## src/rtl/proc_pkg.sv

```systemverilog
// Shared constants for the program sequencer and its processor: bus widths,
// opcode values and the sequencer FSM encoding.
package proc_pkg;
  localparam int DATA_W = 9;
  localparam int ADDR_W = 7;
  localparam int CNT_W  = 16;

  localparam logic [2:0] OP_MV  = 3'b000;
  localparam logic [2:0] OP_MVI = 3'b001;
  localparam logic [2:0] OP_ADD = 3'b010;
  localparam logic [2:0] OP_SUB = 3'b011;

  // Last watchdog count value tolerated while waiting for Done.
  localparam logic [1:0] WDOG_LAST = 2'd2;

  typedef enum logic [2:0] {
    S_IDLE,
    S_FETCH,
    S_ISSUE,
    S_IMM,
    S_WAIT,
    S_ERROR
  } state_e;
endpackage

```

## src/rtl/proc_sequencer.sv

```systemverilog
// Program sequencer: fetches opcode words from a synchronous program memory,
// issues them to the processor and retires them on Done.
module proc_sequencer
  import proc_pkg::*;
(
  input  logic              Clock,
  input  logic              Resetn,
  input  logic              Start,
  input  logic              Step,
  input  logic              Stop,
  input  logic [ADDR_W-1:0] StartAddr,
  input  logic [ADDR_W-1:0] LastAddr,
  output logic [ADDR_W-1:0] MemAddr,
  input  logic [DATA_W-1:0] MemData,
  output logic [DATA_W-1:0] DIN,
  output logic              Run,
  input  logic              Done,
  output logic              Busy,
  output logic              Error,
  output logic [ADDR_W-1:0] PC,
  output logic [CNT_W-1:0]  InstrCount
);

  state_e             state_q;
  logic [ADDR_W-1:0]  pc_q;
  logic [CNT_W-1:0]   cnt_q;
  logic [1:0]         wdog_q;
  logic               single_q;

  logic [2:0]         opc;
  logic               issue_mvi;
  logic               halt;

  assign opc       = MemData[DATA_W-1 -: 3];
  assign issue_mvi = (state_q == S_ISSUE) && (opc == OP_MVI);
  // LastAddr matches the opcode word: pc_q still points at it when Done arrives.
  assign halt      = single_q || Stop || (pc_q == LastAddr);

  assign MemAddr    = issue_mvi ? pc_q + ADDR_W'(1) : pc_q;
  assign Run        = (state_q == S_ISSUE) && !opc[2];
  assign DIN        = (state_q == S_ISSUE || state_q == S_IMM) ? MemData : '0;
  assign Busy       = !(state_q == S_IDLE || state_q == S_ERROR);
  assign Error      = (state_q == S_ERROR);
  assign PC         = pc_q;
  assign InstrCount = cnt_q;

  always_ff @(posedge Clock or negedge Resetn) begin
    if (!Resetn) begin
      state_q  <= S_IDLE;
      pc_q     <= '0;
      cnt_q    <= '0;
      wdog_q   <= '0;
      single_q <= 1'b0;
    end else begin
      case (state_q)
        S_IDLE: begin
          if (Start) begin
            pc_q     <= StartAddr;
            cnt_q    <= '0;
            single_q <= 1'b0;
            state_q  <= S_FETCH;
          end else if (Step) begin
            single_q <= 1'b1;
            state_q  <= S_FETCH;
          end
        end
        S_FETCH: state_q <= S_ISSUE;
        S_ISSUE: begin
          wdog_q <= '0;
          if (opc[2])              state_q <= S_ERROR;
          else if (opc == OP_MVI)  state_q <= S_IMM;
          else                     state_q <= S_WAIT;
        end
        S_IMM: begin
          if (Done) begin
            pc_q    <= pc_q + ADDR_W'(2);
            cnt_q   <= cnt_q + CNT_W'(1);
            state_q <= halt ? S_IDLE : S_FETCH;
          end else begin
            state_q <= S_ERROR;
          end
        end
        S_WAIT: begin
          if (Done) begin
            pc_q    <= pc_q + ADDR_W'(1);
            cnt_q   <= cnt_q + CNT_W'(1);
            state_q <= halt ? S_IDLE : S_FETCH;
          end else if (wdog_q == WDOG_LAST) begin
            state_q <= S_ERROR;
          end else begin
            wdog_q <= wdog_q + 2'd1;
          end
        end
        S_ERROR: state_q <= S_ERROR;
        default: state_q <= S_IDLE;
      endcase
    end
  end

endmodule
```

## config.mk

```make
export PLATFORM = sky130hd
export DESIGN_NAME = proc_sequencer
export DESIGN_NICKNAME = d
export VERILOG_FILES = /design/src/rtl/proc_pkg.sv /design/src/rtl/proc_sequencer.sv
export SDC_FILE = /design/constraint.sdc
export NUM_CORES = 1
export LEC_CHECK = 0
export BUFFER_PORTS_ARGS = -buffer_cell sky130_fd_sc_hd__buf_2
export CAP_MARGIN = 40
export CORE_UTILIZATION = 24
export DETAILED_ROUTE_END_ITERATION = 8
export SLEW_MARGIN = 5
export SYNTH_ARGS = -nofsm -noshare
export SYNTH_HDL_FRONTEND = slang
export SYNTH_SLANG_ARGS = --single-unit
```

## constraint.sdc

```tcl
create_clock -name Clock -period 2.8 [get_ports Clock]
set_input_delay 0.42 -clock Clock [delete_from_list [all_inputs] [get_ports Clock]]
set_output_delay 0.42 -clock Clock [all_outputs]
set_load 0.005 [all_outputs]
```

; ---- Word-level counts from Yosys, hierarchy flattened
; Cells that the tools add are included.
[word_totals]
ff_bits = 29
output_inout_bits = 42
[classes]
add_sub_neg = 4
n_eq_ne = 16
mux = 23
reduce_logical = 19
[op_table]
columns = cell, count
row1 = $mux W16, 2
row2 = $pmux W16 S2, 1
row3 = $mux W7, 4
row4 = $mux W3, 7
row5 = $pmux W7 S3, 1
row6 = $pmux W3 S6, 1
row7 = $add A16 B1 Y16 const B, 1
row8 = $ne A2 B2 Y1 const B, 5
row9 = $mux W9, 1
row10 = $add A7 B1 Y7 const B, 1
row11 = $add A7 B2 Y7 const B, 1
row12 = $eq A7 B7 Y1, 1
row13 = $eq A3 B1 Y1 const B, 2
row14 = $eq A3 B2 Y1 const B, 2
row15 = $eq A3 B3 Y1 const B, 2
row16 = $ne A3 B3 Y1 const B, 2
row17 = $reduce_and A3 Y1, 2
row18 = $reduce_bool A2 Y1, 3
row19 = $logic_or A1 B1 Y1, 4
row20 = $mux W2, 2
row21 = $pmux W2 S2, 1
row22 = $reduce_and A2 Y1, 2
row23 = $reduce_and A4 Y1, 1
row24 = $logic_not A3 Y1, 1
row25 = other kinds (8), 12

; ---- Longest topological paths before layout
[logic_depth]
ltp_word = 5
depth_mapped = 7

; ---- Least setup slack after synthesis
; No wires, ideal clock.
[synth_timing]
path_type = register to output
start = register state_q[0]
end = output MemAddr[6]
arrival_time_ps = 1713
slack_ps = 667
stages_incl_launch_ff = 6
path_buffers = 2
path_cell_list = dfrtp_1 -> clkbuf_1 -> or4_1 -> clkbuf_1 -> nor3_1 -> xor2_1
[synth_between]
elab_chain_cells = 3
[synth_lines]
columns = item, line_no
row1 = "start, declared", proc_sequencer.sv:24  ; state_e state_q;
row2 = "start signal, assigned", proc_sequencer.sv:78  ; state_q <= halt ? S_IDLE : S_FETCH;
row3 = "start signal, assigned", proc_sequencer.sv:87  ; state_q <= halt ? S_IDLE : S_FETCH;
row4 = $eq A3 B2 Y1, proc_sequencer.sv:35  ; assign issue_mvi = (state_q == S_ISSUE) && (opc == OP_MVI);
row5 = $logic_and A1 B1 Y1, proc_sequencer.sv:35
row6 = $mux W7, proc_sequencer.sv:39  ; assign MemAddr = issue_mvi ? pc_q + ADDR_W'(1) : pc_q;
row7 = "end, declared", proc_sequencer.sv:13  ; output logic [ADDR_W-1:0] MemAddr,
; Every way passes these cells.

; ---- Worst setup path after layout
[layout_timing]
start = register state_q[2]
end = output MemAddr[5]
; Same word-level chain as after synthesis.

==> flow_summary.ini <==
[outcome]
status = complete, but fails checks
failed_checks = DRC

[yosys]
synth_top_cells_by_area = dfrtp_1 (33%), a21oi_1 (5.2%), o21ai_0 (4.6%)
synth_ff_type = dfrtp_1
ys_warn_count = 0
synth_area_per_cell_um2 = 8.255
synth_edf_count = 0
synthArstFlopShare = 1.000
synth_area_um2 = 2196
synth_cell_types = 53
ys_seq_area_frac = 0.3305
synth.ff_latch_count = 29
synth_top_cell_by_area = dfrtp_1
synth_cells = 266
yosysTopAreaCellShare = 0.3305
syn_nets = 299

[sta]
hold_violations = 0
fmaxAchievable_ghz = 0.4068
slew_headroom = 0.5273
rsz0062_at_grt = no
setup_violations = 0
min_period_ns = 2.458
tightestPinTransition_ns = 0.7091
drv_slew = 0
finalClockSkew_ns = 0.008107
setup_ws_ns = 0.3418
tns_ns = 0
finalCritPeriodShare = 0.8779

[clock_tree]
postCtsHoldBufs = 0
root_buffer = clkbuf_8
cts.htree.levels = 2
cts_made_buffers = 5
clock_path_buffers = 2
clock-sinks = 29
worstSkewPairLatency_ns = 0.28
cts_tree = built
path_clk_slew_ns = 0.07
ctsResizeCount = 0
post-cts-setup-buffers = 0

[drt]
drt-initial-drc-count = 150
antenna_left = 0
first_pass_iters = 7
routedWlPerCell_um = 14.22
drc = 11
wirelength_mm = 6.201
via_per_inst = 5.092
vias = 2220

[die]
ios = 71
die_w_um = 97.65
die_y_um = 97.65
dieArea_um2 = 9536
num_rows = 34
initial_core_util = 0.2494
core_area_um2 = 8806

[finish]
drive_gt1_frac = 0.2805
syn_to_final_growth_pct = 23.08
n_antenna_cell = 0
nets = 360
num-fill-cells = 929
layout_common_cells = buf_2 (70), dfrtp_1 (29), a21oi_1 (23)
final_common_cell = buf_2

[pwr]
p_leak_nw = 1.205
cellPowerDensity_nw_per_um2 = 856.9
peakVddDrop_mv = 0.2043

[run]
max_cap_violations = 0

[global_route]
grtUsageTotal = 0.1337
grt_max_degree = 30
grt_pass1_wl_mm = 10.32
antenna_found_initial = 1
overflow = 0
grt_pass1_vias = 2049

[setup_path]
cp-end-kind = output pin
arrival_ns = 2.04
critical_path_class = register to output pin
start_kind = register
worstPathRequired_ns = 2.38
critical_path_peak_fanout = 8

[place]
finalWeightedCongestion = 0.8350
dpl_worst_slack_ns = 0.5168
dp_hpwl_mm = 4.574
port_buffers = 70

[min_path]
holdCritPathClass = input port to async pin
critical path, stage by stage (launching register included):
cell	delay, ns
dfrtp_1	0.37
nand2b_1	0.15
or4_1	0.65
nor3_1	0.29
xor2_1	0.16
buf_2	0.13
path summary, 6_finish.rpt:
path	startpoint	endpoint	slack (ns)	cells after the start
max reg2reg	state_q[2]$_DFFE_PN0P_	PC[6]$_DFFE_PN0P_	0.73	6
max	state_q[2]$_DFFE_PN0P_	MemAddr[5]	0.34	5
min reg2reg	single_q$_DFFE_PN0P_	single_q$_DFFE_PN0P_	0.51	2
min	Resetn	InstrCount[15]$_DFFE_PN0P_	0.18	1
max in group asynchronous	Resetn	single_q$_DFFE_PN0P_	2.16	1
min in group Clock	Step	single_q$_DFFE_PN0P_	0.43	3
stage by stage:
step / hold WS (ns) / utilization / cell area [um2] / std cells / power, mW
2_1_floorplan: 0.1244 / - / 2196 / 266 / 1.603
3_3_place_gp: 0.4812 / 0.2971 / 2616 / 428 / 1.952
3_5_place_dp: 0.4974 / 0.2971 / 2616 / 428 / 1.980
4_1_cts: 0.2002 / 0.3069 / 2703 / 436 / 2.333
5_1_grt: 0.2236 / 0.3069 / 2703 / 436 / 2.532
6_report: 0.1811 / 0.3069 / 2703 / 436 / 2.316
per-layer routing:
| metal | global-route usage | part of all wire | up-vias |
|---|---|---|---|
| li1 | - | - | 1104 |
| met5 | 0 | 0.0021 | - |
| met4 | 0.03147 | 0.0076 | 2 |
| met3 | 0.04173 | 0.058 | 7 |
| met1 | 0.1844 | 0.49 | 1057 |
| met2 | 0.2024 | 0.44 | 50 |
layout make-up:
cell class	instances	area, um2	share of cell area
sequential	29	725.7	0.2685
tap	108	135.1	0.05000
multi-input combinational	208	1338	0.4949
clock inverter	3	17.52	0.006481
inverter	8	30.03	0.01111
timing repair buffer	75	387.9	0.1435
clock buffer	5	68.82	0.02546
registers in the layout (all words and copies together) (netlist names):
signal      flops
InstrCount     16
PC              7
state_q         3
wdog_q          2
single_q        1
report_power, final:
group / total [mW] / switching (mW) / internal, mW / leakage [nW]
logic: 1.27 / 0.701 / 0.566 / 0.781
registers: 0.706 / 0.176 / 0.531 / 0.380
clock network: 0.343 / 0.172 / 0.171 / 0.0439
total: 2.32 / 1.05 / 1.27 / 1.21
synthesized netlist by cell type, types with 2 or more instances:
master and count:
o211ai_1 2, xnor2_1 9, mux2_2 3, clkbuf_1 15
nand3_1 10, and3_1 2, o21a_1 3, a221oi_1 2
and4_1 3, nand4_1 4, a21boi_0 2, nor2_1 16
or4_1 7, o22ai_1 5, nand2b_1 3, nor2b_1 4
nor3b_1 3, or3_1 5, and2_1 10, o21ai_0 20
inv_1 8, buf_6 3, nor3_1 9, xor2_1 7
dfrtp_1 29, ha_1 4, buf_1 2, a22o_1 2
o311ai_0 2, nand2_1 19, o31ai_1 8, a21oi_1 23
a32o_1 2
logic make-up (layout without fill, tap and decap cells):
group	count (synthesis)	in the layout	synth area share
AOI/OAI and AO/OA	80	80	0.2308
xor gates and xnor gates	16	16	0.06382
adders and majority gates	4	4	0.02279
buffers and inverters	29	91	0.06040
DFF	29	29	0.3305
muxes	4	4	0.01994
and+or+nand+nor	104	104	0.2718
Note: power is estimated with default switching activity, not from simulation.
